==> config.mk <==
export PLATFORM = sky130hd
export DESIGN_NAME = id_stage_flat
export DESIGN_NICKNAME = d
export VERILOG_FILES = /design/src/rtl/rv_pkg.sv /design/src/rtl/id_stage_if.sv /design/src/rtl/reg_file.sv /design/src/rtl/id_stage.sv /design/src/flat_wrapper.sv
export SDC_FILE = /design/constraint.sdc
export NUM_CORES = 2
export LEC_CHECK = 0
export BUFFER_PORTS_ARGS = -buffer_cell sky130_fd_sc_hd__buf_2
export CORE_UTILIZATION = 42
export CTS_CLUSTER_DIAMETER = 150
export CTS_CLUSTER_SIZE = 25
export DETAILED_ROUTE_END_ITERATION = 7
export PLACE_DENSITY = 0.62
export SETUP_SLACK_MARGIN = 0.02
export SLEW_MARGIN = 30
export SYNTH_ARGS = -nofsm -noshare
export SYNTH_HDL_FRONTEND = slang
export SYNTH_SLANG_ARGS = --single-unit
==> constraint.sdc <==
create_clock -name clk -period 2.64 [get_ports clk]
set_input_delay 0.264 -clock clk [delete_from_list [all_inputs] [get_ports clk]]
set_output_delay 0.264 -clock clk [all_outputs]
set_load 0.005 [all_outputs]
==> src/rtl/rv_pkg.sv <==
// Shared RV32I decode definitions used by the ID stage and the ALU side.
package rv_pkg;

    localparam int unsigned XLEN = 32;

    localparam logic [6:0] OPC_OP     = 7'b0110011;
    localparam logic [6:0] OPC_OP_IMM = 7'b0010011;

    localparam logic [6:0] F7_BASE = 7'b0000000;
    localparam logic [6:0] F7_ALT  = 7'b0100000;

    typedef enum logic [1:0] {
        OPK_OP,
        OPK_OP_IMM,
        OPK_OTHER
    } op_kind_e;

    // Decoded operation handed from decode to execute.
    typedef struct packed {
        logic [2:0]      func3;
        logic [6:0]      func7;
        logic [XLEN-1:0] rs1_data;
        logic [XLEN-1:0] rs2_data;
        logic [4:0]      rd;
    } decoded_op_t;

    function automatic op_kind_e classify(input logic [6:0] opcode);
        if (opcode == OPC_OP)          return OPK_OP;
        else if (opcode == OPC_OP_IMM) return OPK_OP_IMM;
        else                           return OPK_OTHER;
    endfunction

endpackage

==> src/rtl/id_stage_if.sv <==
// Instruction, execute and writeback channels of the ID stage.
interface id_stage_if #(
    parameter int unsigned DATA_WIDTH = 32
);
    logic                  instr_valid;
    logic                  instr_ready;
    logic [31:0]           instr;
    logic                  ex_valid;
    logic                  ex_ready;
    logic [2:0]            ex_func3;
    logic [6:0]            ex_func7;
    logic [DATA_WIDTH-1:0] ex_rs1_data;
    logic [DATA_WIDTH-1:0] ex_rs2_data;
    logic [4:0]            ex_rd;
    logic                  wb_valid;
    logic [4:0]            wb_rd;
    logic [DATA_WIDTH-1:0] wb_data;

    modport master (
        output instr_valid, instr, ex_ready, wb_valid, wb_rd, wb_data,
        input  instr_ready, ex_valid, ex_func3, ex_func7, ex_rs1_data, ex_rs2_data, ex_rd
    );

    modport slave (
        input  instr_valid, instr, ex_ready, wb_valid, wb_rd, wb_data,
        output instr_ready, ex_valid, ex_func3, ex_func7, ex_rs1_data, ex_rs2_data, ex_rd
    );
endinterface

==> src/rtl/reg_file.sv <==
// 2-read / 1-write register file, x0 hard-wired to zero, write-to-read bypass.
module reg_file #(
    parameter int unsigned DATA_WIDTH = 32,
    parameter int unsigned REG_COUNT  = 32,
    localparam int unsigned IDX_W     = $clog2(REG_COUNT)
) (
    input  logic                  clk,
    input  logic                  rst_n,
    input  logic [IDX_W-1:0]      ra1,
    output logic [DATA_WIDTH-1:0] rd1,
    input  logic [IDX_W-1:0]      ra2,
    output logic [DATA_WIDTH-1:0] rd2,
    input  logic                  we,
    input  logic [IDX_W-1:0]      wa,
    input  logic [DATA_WIDTH-1:0] wd
);
    logic [DATA_WIDTH-1:0] regs_q [REG_COUNT];
    logic [DATA_WIDTH-1:0] regs_d [REG_COUNT];

    // Next-state of the array: single write port, x0 writes dropped.
    always_comb begin
        regs_d = regs_q;
        if (we && (wa != '0)) begin
            regs_d[wa] = wd;
        end
    end

    // Register storage.
    always_ff @(posedge clk or negedge rst_n) begin
        if (!rst_n) begin
            for (int unsigned i = 0; i < REG_COUNT; i++) begin
                regs_q[i] <= '0;
            end
        end else begin
            regs_q <= regs_d;
        end
    end

    // Read ports; a same-cycle write to the read index is forwarded.
    always_comb begin
        rd1 = '0;
        rd2 = '0;
        if (ra1 != '0) begin
            rd1 = (we && (wa == ra1)) ? wd : regs_q[ra1];
        end
        if (ra2 != '0) begin
            rd2 = (we && (wa == ra2)) ? wd : regs_q[ra2];
        end
    end
endmodule

==> src/rtl/id_stage.sv <==
// Decode/operand-fetch stage: OP / OP-IMM decode, RAW scoreboard, output register.
module id_stage
    import rv_pkg::*;
#(
    parameter int unsigned DATA_WIDTH = XLEN,
    parameter int unsigned REG_COUNT  = 32
) (
    input  logic        clk,
    input  logic        rst_n,
    id_stage_if.slave   bus,
    output logic [15:0] drop_cnt
);
    logic [4:0]            rs1_idx;
    logic [4:0]            rs2_idx;
    logic [DATA_WIDTH-1:0] rs1_val;
    logic [DATA_WIDTH-1:0] rs2_val;

    logic                  ex_valid_q, ex_valid_d;
    decoded_op_t           ex_op_q, ex_op_d;
    logic [REG_COUNT-1:0]  pending_q, pending_d;
    logic [15:0]           drop_cnt_q, drop_cnt_d;

    logic [REG_COUNT-1:0]  pend_clr;
    op_kind_e              kind;
    logic                  supported;
    logic                  hazard;
    logic                  instr_ready;
    logic                  accept;
    decoded_op_t           dec;

    assign rs1_idx = bus.instr[19:15];
    assign rs2_idx = bus.instr[24:20];

    reg_file #(
        .DATA_WIDTH(DATA_WIDTH),
        .REG_COUNT (REG_COUNT)
    ) u_reg_file (
        .clk  (clk),
        .rst_n(rst_n),
        .ra1  (rs1_idx),
        .rd1  (rs1_val),
        .ra2  (rs2_idx),
        .rd2  (rs2_val),
        .we   (bus.wb_valid),
        .wa   (bus.wb_rd),
        .wd   (bus.wb_data)
    );

    // Decode, hazard check against the post-writeback pending mask, and next state.
    always_comb begin
        kind      = classify(bus.instr[6:0]);
        supported = (kind != OPK_OTHER);

        pend_clr = pending_q;
        if (bus.wb_valid) begin
            pend_clr[bus.wb_rd] = 1'b0;
        end

        hazard = supported &&
                 (pend_clr[rs1_idx] || ((kind == OPK_OP) && pend_clr[rs2_idx]));
        instr_ready = (!ex_valid_q || bus.ex_ready) && !hazard;
        accept      = bus.instr_valid && instr_ready;

        dec.func3    = bus.instr[14:12];
        dec.rd       = bus.instr[11:7];
        dec.rs1_data = rs1_val;
        if (kind == OPK_OP) begin
            dec.func7    = bus.instr[31:25];
            dec.rs2_data = rs2_val;
        end else if ((bus.instr[14:12] == 3'b001) || (bus.instr[14:12] == 3'b101)) begin
            // Shift immediates: only SRAI carries the alternate func7.
            dec.func7    = ((bus.instr[14:12] == 3'b101) && bus.instr[30]) ? F7_ALT : F7_BASE;
            dec.rs2_data = {{(DATA_WIDTH-5){1'b0}}, bus.instr[24:20]};
        end else begin
            dec.func7    = F7_BASE;
            dec.rs2_data = {{(DATA_WIDTH-12){bus.instr[31]}}, bus.instr[31:20]};
        end

        ex_valid_d = ex_valid_q;
        ex_op_d    = ex_op_q;
        if (accept && supported) begin
            ex_valid_d = 1'b1;
            ex_op_d    = dec;
        end else if (bus.ex_ready) begin
            ex_valid_d = 1'b0;
        end

        // Set after clear: a same-cycle clear belongs to the older producer.
        pending_d = pend_clr;
        if (accept && supported && (dec.rd != 5'd0)) begin
            pending_d[dec.rd] = 1'b1;
        end

        drop_cnt_d = drop_cnt_q;
        if (accept && !supported && (drop_cnt_q != '1)) begin
            drop_cnt_d = drop_cnt_q + 16'd1;
        end
    end

    // Output register, scoreboard and drop counter.
    always_ff @(posedge clk or negedge rst_n) begin
        if (!rst_n) begin
            ex_valid_q <= 1'b0;
            ex_op_q    <= '0;
            pending_q  <= '0;
            drop_cnt_q <= '0;
        end else begin
            ex_valid_q <= ex_valid_d;
            ex_op_q    <= ex_op_d;
            pending_q  <= pending_d;
            drop_cnt_q <= drop_cnt_d;
        end
    end

    assign bus.instr_ready = instr_ready;
    assign bus.ex_valid    = ex_valid_q;
    assign bus.ex_func3    = ex_op_q.func3;
    assign bus.ex_func7    = ex_op_q.func7;
    assign bus.ex_rs1_data = ex_op_q.rs1_data;
    assign bus.ex_rs2_data = ex_op_q.rs2_data;
    assign bus.ex_rd       = ex_op_q.rd;
    assign drop_cnt        = drop_cnt_q;
endmodule

==> src/flat_wrapper.sv <==
// flat-port wrapper written by rule: the top's interface ports become plain ports
module id_stage_flat import rv_pkg::*;
#(
    parameter int unsigned DATA_WIDTH = XLEN,
    parameter int unsigned REG_COUNT  = 32
)
  (clk, rst_n, drop_cnt, bus_instr_valid, bus_instr, bus_ex_ready, bus_wb_valid, bus_wb_rd, bus_wb_data, bus_instr_ready, bus_ex_valid, bus_ex_func3, bus_ex_func7, bus_ex_rs1_data, bus_ex_rs2_data, bus_ex_rd);
  id_stage_if #(.DATA_WIDTH(DATA_WIDTH)) bus_i ();
  input  logic clk;
  input  logic rst_n;
  output logic [15:0] drop_cnt;
  input wire logic [$bits(bus_i.instr_valid)-1:0] bus_instr_valid;
  input wire logic [$bits(bus_i.instr)-1:0] bus_instr;
  input wire logic [$bits(bus_i.ex_ready)-1:0] bus_ex_ready;
  input wire logic [$bits(bus_i.wb_valid)-1:0] bus_wb_valid;
  input wire logic [$bits(bus_i.wb_rd)-1:0] bus_wb_rd;
  input wire logic [$bits(bus_i.wb_data)-1:0] bus_wb_data;
  output wire logic [$bits(bus_i.instr_ready)-1:0] bus_instr_ready;
  output wire logic [$bits(bus_i.ex_valid)-1:0] bus_ex_valid;
  output wire logic [$bits(bus_i.ex_func3)-1:0] bus_ex_func3;
  output wire logic [$bits(bus_i.ex_func7)-1:0] bus_ex_func7;
  output wire logic [$bits(bus_i.ex_rs1_data)-1:0] bus_ex_rs1_data;
  output wire logic [$bits(bus_i.ex_rs2_data)-1:0] bus_ex_rs2_data;
  output wire logic [$bits(bus_i.ex_rd)-1:0] bus_ex_rd;
  assign bus_i.instr_valid = bus_instr_valid;
  assign bus_i.instr = bus_instr;
  assign bus_i.ex_ready = bus_ex_ready;
  assign bus_i.wb_valid = bus_wb_valid;
  assign bus_i.wb_rd = bus_wb_rd;
  assign bus_i.wb_data = bus_wb_data;
  assign bus_instr_ready = bus_i.instr_ready;
  assign bus_ex_valid = bus_i.ex_valid;
  assign bus_ex_func3 = bus_i.ex_func3;
  assign bus_ex_func7 = bus_i.ex_func7;
  assign bus_ex_rs1_data = bus_i.ex_rs1_data;
  assign bus_ex_rs2_data = bus_i.ex_rs2_data;
  assign bus_ex_rd = bus_i.ex_rd;
  id_stage #(.DATA_WIDTH(DATA_WIDTH), .REG_COUNT(REG_COUNT)) u_core (.clk(clk), .rst_n(rst_n), .bus(bus_i), .drop_cnt(drop_cnt));
endmodule
Word-level counts from Yosys, hierarchy flattened
Index checks and enable logic that the tools add are counted.
{"block": "totals", "register_bits": 1152, "inputBits": 74, "out_inout_bits": 97, "word_cells": 124}
{"block": "op_classes", "add_sub_neg": 1, "order_cmp": 10, "n_eq_ne": 8, "muxes": 32, "bitwise_logic": 6, "n_reduce_logical": 27}
{"operator": "$bwmux W1024", "count": 1}
{"operator": "$mux W32", "count": 13}
{"operator": "$bmux W32 S5", "count": 2}
{"operator": "$demux W32 S5", "count": 1}
{"operator": "$and A32 B32 Y32", "count": 1}
{"operator": "$not A32 Y32", "count": 1}
{"operator": "$or A32 B32 Y32", "count": 1}
{"operator": "$lt A5 B6 Y1 const B", "count": 4}
{"operator": "$reduce_bool A5 Y1", "count": 4}
{"operator": "$ge A6 B6 Y1 const B", "count": 3}
{"operator": "$not A5 Y6", "count": 3}
{"operator": "$add A16 B1 Y16 const B", "count": 1}
{"operator": "$ne A16 B16 Y1 const B", "count": 1}
{"operator": "$logic_and A1 B1 Y1", "count": 15}
{"operator": "$mux W7", "count": 2}
{"operator": "$bmux W1 S5", "count": 2}
{"operator": "$demux W1 S5", "count": 2}
{"operator": "$eq A5 B5 Y1", "count": 2}
{"operator": "$ge A5 B1 Y1 const B", "count": 2}
{"operator": "$eq A7 B5 Y1 const B", "count": 1}
{"operator": "$eq A7 B6 Y1 const B", "count": 1}
{"operator": "$lt A6 B1 Y1 const B", "count": 1}
{"operator": "$mux W1", "count": 6}
{"operator": "$mux W6", "count": 1}
{"operator": "other kinds (8)", "count": 13}

Logic depth before layout (Yosys ltp)
{"block": "logic_depth", "depth_word": 18, "mapped_depth": 13, "mapped_depth_nobuf": 8}

Hierarchy
A second synthesis with hierarchy kept.
{"block": "hier_totals", "cells_unflattened": 4512, "hier_area_um2": 62080.8}
{"mod": "reg_file", "n_inst": 1, "cells_each": 3890, "area_each_um2": 55336.8, "seq_area_each_um2": 25624.6}
{"mod": "id_stage", "n_inst": 1, "cells_each": 622, "area_each_um2": 6744.0, "seq_area_each_um2": 3203.1}

Least setup slack after synthesis
OpenSTA, ideal clock, no wires.
{"block": "synth_path", "path_kind": "input port to flip-flop", "start": "input port bus_instr[15]", "end": "register u_core.ex_op_q, in the netlist u_core.bus.ex_rs1_data[10]", "setup_ps": 127, "arrival_time_ps": 2763, "required_ps": 2513, "path_slack_ps": -251, "cell_stages": 8, "n_path_buf": 3, "path_cell_list": "buf_2 clkbuf_1 buf_1 mux4_2 mux4_2 mux2i_1 a211oi_1 mux2_1"}
{"block": "synth_via", "elab_chain_cells": 8, "word_cells_on_any_way": 17, "cone_classes": "eq/ne (1); mux (7); bitwise (1); reduce/logical (8)"}
{"item": "start, declared", "line_no": "flat_wrapper.sv:13", "text": "input wire logic [$bits(bus_i.instr)-1:0] bus_instr;"}
{"item": "$bmux W1 S5", "line_no": "id_stage.sv:60", "text": "(pend_clr[rs1_idx] || ((kind == OPK_OP) && pend_clr[rs2_idx]));"}
{"item": "$mux W1 (implied by the code)", "line_no": "id_stage.sv:60"}
{"item": "$logic_or A1 B1 Y1", "line_no": "id_stage.sv:60"}
{"item": "$logic_and A1 B1 Y1", "line_no": "id_stage.sv:59", "text": "hazard = supported &&"}
{"item": "$logic_not A1 Y1", "line_no": "id_stage.sv:61", "text": "instr_ready = (!ex_valid_q || bus.ex_ready) && !hazard;"}
{"item": "$logic_and A1 B1 Y1", "line_no": "id_stage.sv:61"}
{"item": "$logic_and A1 B1 Y1", "line_no": "id_stage.sv:62", "text": "accept = bus.instr_valid && instr_ready;"}
{"item": "$logic_and A1 B1 Y1", "line_no": "id_stage.sv:81", "text": "if (accept && supported) begin"}
{"item": "end signal, assigned", "line_no": "id_stage.sv:109", "text": "ex_op_q <= ex_op_d;"}
{"item": "end, declared", "line_no": "id_stage.sv:19", "text": "decoded_op_t ex_op_q, ex_op_d;"}
Parallel ways exist; a longest one is shown, timed or not. The select of a mux whose other input is x is not followed.
A chain may end at the register's enable or synchronous reset.

Final worst setup path
{"block": "layout_path", "start": "register u_core.pending_q[1]", "end": "output port bus_instr_ready"}
{"block": "layout_via", "elab_chain_cells": 9, "word_cells_on_any_way": 11, "cone_classes": "mux (5); bitwise (1); reduce/logical (5)"}
{"item": "start, declared", "line_no": "id_stage.sv:20", "text": "logic [REG_COUNT-1:0] pending_q, pending_d;"}
{"item": "start signal, assigned", "line_no": "id_stage.sv:110", "text": "pending_q <= pending_d;"}
{"item": "$and A32 B32 Y32 (no source line)"}
{"item": "$mux W32 *", "line_no": "id_stage.sv:55", "text": "if (bus.wb_valid) begin"}
{"item": "$bmux W1 S5", "line_no": "id_stage.sv:60"}
{"item": "$mux W1 (implied by the code)", "line_no": "id_stage.sv:60"}
{"item": "$logic_and A1 B1 Y1", "line_no": "id_stage.sv:60"}
{"item": "$logic_or A1 B1 Y1 *", "line_no": "id_stage.sv:60"}
{"item": "$logic_and A1 B1 Y1 *", "line_no": "id_stage.sv:59"}
{"item": "$logic_not A1 Y1 *", "line_no": "id_stage.sv:61"}
{"item": "$logic_and A1 B1 Y1 *", "line_no": "id_stage.sv:61"}
{"item": "end, declared", "line_no": "flat_wrapper.sv:18", "text": "output wire logic [$bits(bus_i.instr_ready)-1:0] bus_instr_ready;"}
Every way passes the cells marked *; elsewhere a longest branch is shown, timed or not. The select of a mux whose other input is x is not followed.

==> results.json <==
{
  "grt_antenna_before_repair": 6,
  "yosys.area.top_type": "dfrtp_1",
  "power_leakage_nw": 30.78,
  "final_layout_setup_total_negative_slack_ns": -12.56,
  "postSynthRegisterBits": 1152,
  "number_of_flops_mapped_to_enable_cells_by_yosys": 0,
  "viasPerCell": 6.315,
  "global_route.overflow_total": 0,
  "drive_above_1_share_pct": 51.14,
  "cts.root.buffer_cell": "clkbuf_16",
  "yosys.area.top_type_share_pct": 47.27,
  "tritoncts": "built",
  "grt_first_pass_wirelength_um": 290200,
  "grt_start_max_net_pins": 111,
  "r2r_slack_ns": -0.19,
  "report.power.total_mw": 42.91,
  "num_vias": 40500,
  "result_of_the_run": "finished, violations left",
  "critical_path_peak_fanout": 2,
  "cap_violations": 0,
  "vdd_drop_max_mv": 0.5291,
  "class_of_the_tightest_hold_or_removal_check": "input pin to register",
  "nNetsFinal": 4579,
  "rr_endpoint": "u_core.bus.ex_rs1_data[24]",
  "final_hold_viol_count": 0,
  "num_clock_sinks": 1152,
  "achievable_freq_ghz": 0.3233,
  "post-place-cells": 6310,
  "finalWirelength_um": 196100,
  "fin_crit_ns": 3.093,
  "rsz_0062_raised_after_global_routing": "yes",
  "deepest_level_of_the_cts_h_tree": 2,
  "finalClockSkew_ns": 0.02817,
  "mappedNetlistArea_sq_mm": 0.06099,
  "fin_cells": 6413,
  "routedWlPerCell_um": 30.59,
  "internal-power_mw": 30.70,
  "finalCritPeriodShare_pct": 117.2,
  "hold_start": "bus_instr[5]",
  "port_buffers": 170,
  "insertion_delay_ns": 0.72,
  "design.portCount": 171,
  "row_count": 139,
  "nFillCells": 12400,
  "netSwitchingFraction_pct": 28.47,
  "max-clock-path-buffers": 3,
  "synth-main-ff-cell": "dfrtp_1",
  "postRouteAntennaNets": 0,
  "die_h_um": 383.1,
  "number_of_endpoints_failing_setup_at_the_final_stage": 100,
  "initial_core_util_pct": 42.40,
  "startpoint_type": "register",
  "pwr-share-clk_pct": 22.2,
  "failed_checks": "design-rule violations, negative setup slack",
  "total_switching_power_mw": 12.22,
  "critical_path.endpoint": "bus_instr_ready",
  "path_class": "register to output pin",
  "worst_setup_hold_path_clk_slew_ns": 0.10,
  "preCtsSetupSlack_ns": -0.4854,
  "worst_setup_path_startpoint": "u_core.pending_q[1]",
  "setup_ws_ns": -0.4528,
  "comb_power_share_pct": 24.1,
  "firstDrtPassIters": 8,
  "yosys-top-cells-area": "dfrtp_1 (47%), mux2_2 (20%), mux4_2 (17%)",
  "r2r.worst_path.cells": 12,
  "placeableCoreArea_sq_mm": 0.1438,
  "pwr_density_cell_mw_per_mm2": 614.5,
  "seq_area_frac_synth_pct": 47.27,
  "max_transition_viols_final": 0,
  "cp_data_arrival_time_ns": 2.83,
  "drt-initial-drc-count": 3595,
  "flow.area_growth_from_synthesis_pct": 14.51,
  "cts_made_buffers": 52,
  "timing.critical_path.to_type": "output pin",
  "gp_routability_congestion": 0.8997,
  "hold-worst-slack_ns": 0.06144,
  "die_width_um": 383.1,
  "floorplan.die_area_sq_mm": 0.1467,
  "reg2reg_from": "u_core.pending_q[1]",
  "ys_types": 62,
  "tightest_slew_ns": 1.065,
  "ys_warn_count": 0,
  "crit_required_ns": 2.38,
  "detailed_placer_s_ending_hpwl_um": 117300,
  "share_of_synthesized_flip_flops_with_an_asynchronous_set_or_reset_pct": 100.0,
  "synth.avg_cell_area_sq_um": 14.13,
  "relSlewSlack_pct": 29.02,
  "post_synth_inst_count": 4317,
  "most_common_cell_after_layout_fill_and_taps_aside": "dfrtp_1",
  "drc_errors": 22,
  "first_global_vias": 41280,
  "power_frac_seq_pct": 53.7,
  "top_library_cells_by_usage_in_the_layout_fill_and_taps_aside": "dfrtp_1 (1152), mux2_2 (1060), mux4_2 (450)",
  "synth.net_count": 4392,
  "grt_util_all_layers_pct": 26.76
}
power by group through the flow:
stage / registers, mW / clock network, mW / logic (mW)
3_3_place_gp: 23.1 / 0 / 9.97
4_1_cts: 23.0 / 9.82 / 10.4
2_1_floorplan: 22.6 / 0 / 7.38
6_report: 23.1 / 9.54 / 10.3
5_1_grt: 23.5 / 10.4 / 11.1
3_5_place_dp: 23.3 / 0 / 10.2
flip-flops by register name, indices dropped and copies added (netlist names):
register	cells
u_core.drop_cnt	16
u_core.bus.ex_rs1_data	32
u_core.bus.ex_rs2_data	32
u_core.bus.ex_func3	3
u_core.u_reg_file.regs_q	1024
u_core.bus.ex_func7	7
u_core.bus.ex_valid	1
u_core.bus.ex_rd	5
u_core.pending_q	32
logic make-up after synthesis:
kind of cell | after synthesis | share of synthesized area (%)
mux | 1823 | 41.48
flops | 1152 | 47.27
compound gates | 553 | 5.549
buf+inv | 481 | 3.157
simple gates | 283 | 2.181
xor+xnor | 24 | 0.3447
fa+ha+maj | 1 | 0.02051
worst min path at each step:
stage | to | slack (ns) | cells after the start
after global routing | u_core.bus.ex_func7[2] | 0.06 | 4
after detailed placement | u_core.bus.ex_rs1_data[6] | 0.25 | 1
after floorplan | u_core.bus.ex_func3[0] | -0.03 | 0
after global placement | u_core.bus.ex_rs1_data[6] | 0.24 | 1
final | u_core.bus.ex_func7[2] | 0.06 | 4
after CTS | u_core.bus.ex_func7[1] | 0.03 | 4
routing by layer:
layer | routed length, um | vias to the layer above | track usage (%)
met5 | 23 | - | 0
met4 | 8078 | 4 | 10.18
met3 | 13080 | 373 | 4.536
met2 | 92920 | 1471 | 42.85
met1 | 82040 | 21840 | 36.42
li1 | - | 16810 | -
synth_stat cells, drive strengths merged (3+ instances only):
library cell	number
dfrtp	1152
nand4	6
clkbuf	316
buf	151
xor2	10
nand2b	4
mux2	1135
nor4	4
and2	4
nand3	41
nand4b	3
o22ai	3
nand4bb	3
a221oi	65
mux2i	238
o211ai	8
or2	4
nor2b	9
o311ai	4
a22oi	73
a21oi	90
and3	8
nor3b	5
nand2	107
nor2	71
a211oi	36
o21ai	257
mux4	450
xnor2	14
nor3	5
inv	12
what timing repair did:
| action | 4_1_cts | 5_1_grt |
|---|---|---|
| endpoints found under the hold margin | 350 | 0 |
| hold buffers | 19 | 0 |
| setup endpoints to repair | 100 | 111 |
| setup buffers | 88 | 1 |
| cloned | 14 | 1 |
| resized for setup | 127 | 26 |
| pin swaps | 19 | 16 |
worst max-delay path, stage by stage (launching register included):
cell	delay, ns
dfrtp_1	0.43
mux2_4	0.30
o311ai_4	0.09
o311ai_1	0.15
a211oi_1	0.24
o32ai_1	0.13
a211oi_2	0.29
buf_4	0.19
a21oi_4	0.05
a21oi_2	0.12
buf_2	0.12
through the flow:
stage | cell area [sq um] | util (%)
finish | 69840 | 48.55
global route | 69830 | 48.55
CTS | 69690 | 48.45
detailed placement | 67180 | 46.71
global placement | 67150 | 46.69
floorplan | 61040 | -
cell type report:
class                   instances  area [sq um]  share of cell area (%)
diodes                          3         7.507                 0.01075
well taps                    1903          2381                   3.409
repair buffers                600          6210                   8.892
clock buffers                  53          1326                   1.899
multi-input cells            2684         30980                   44.36
clock inverters                 4         50.05                 0.07167
flip-flops and latches       1152         28830                   41.28
inverters                      14         53.80                 0.07704
Power figures use the tool's default switching activity.
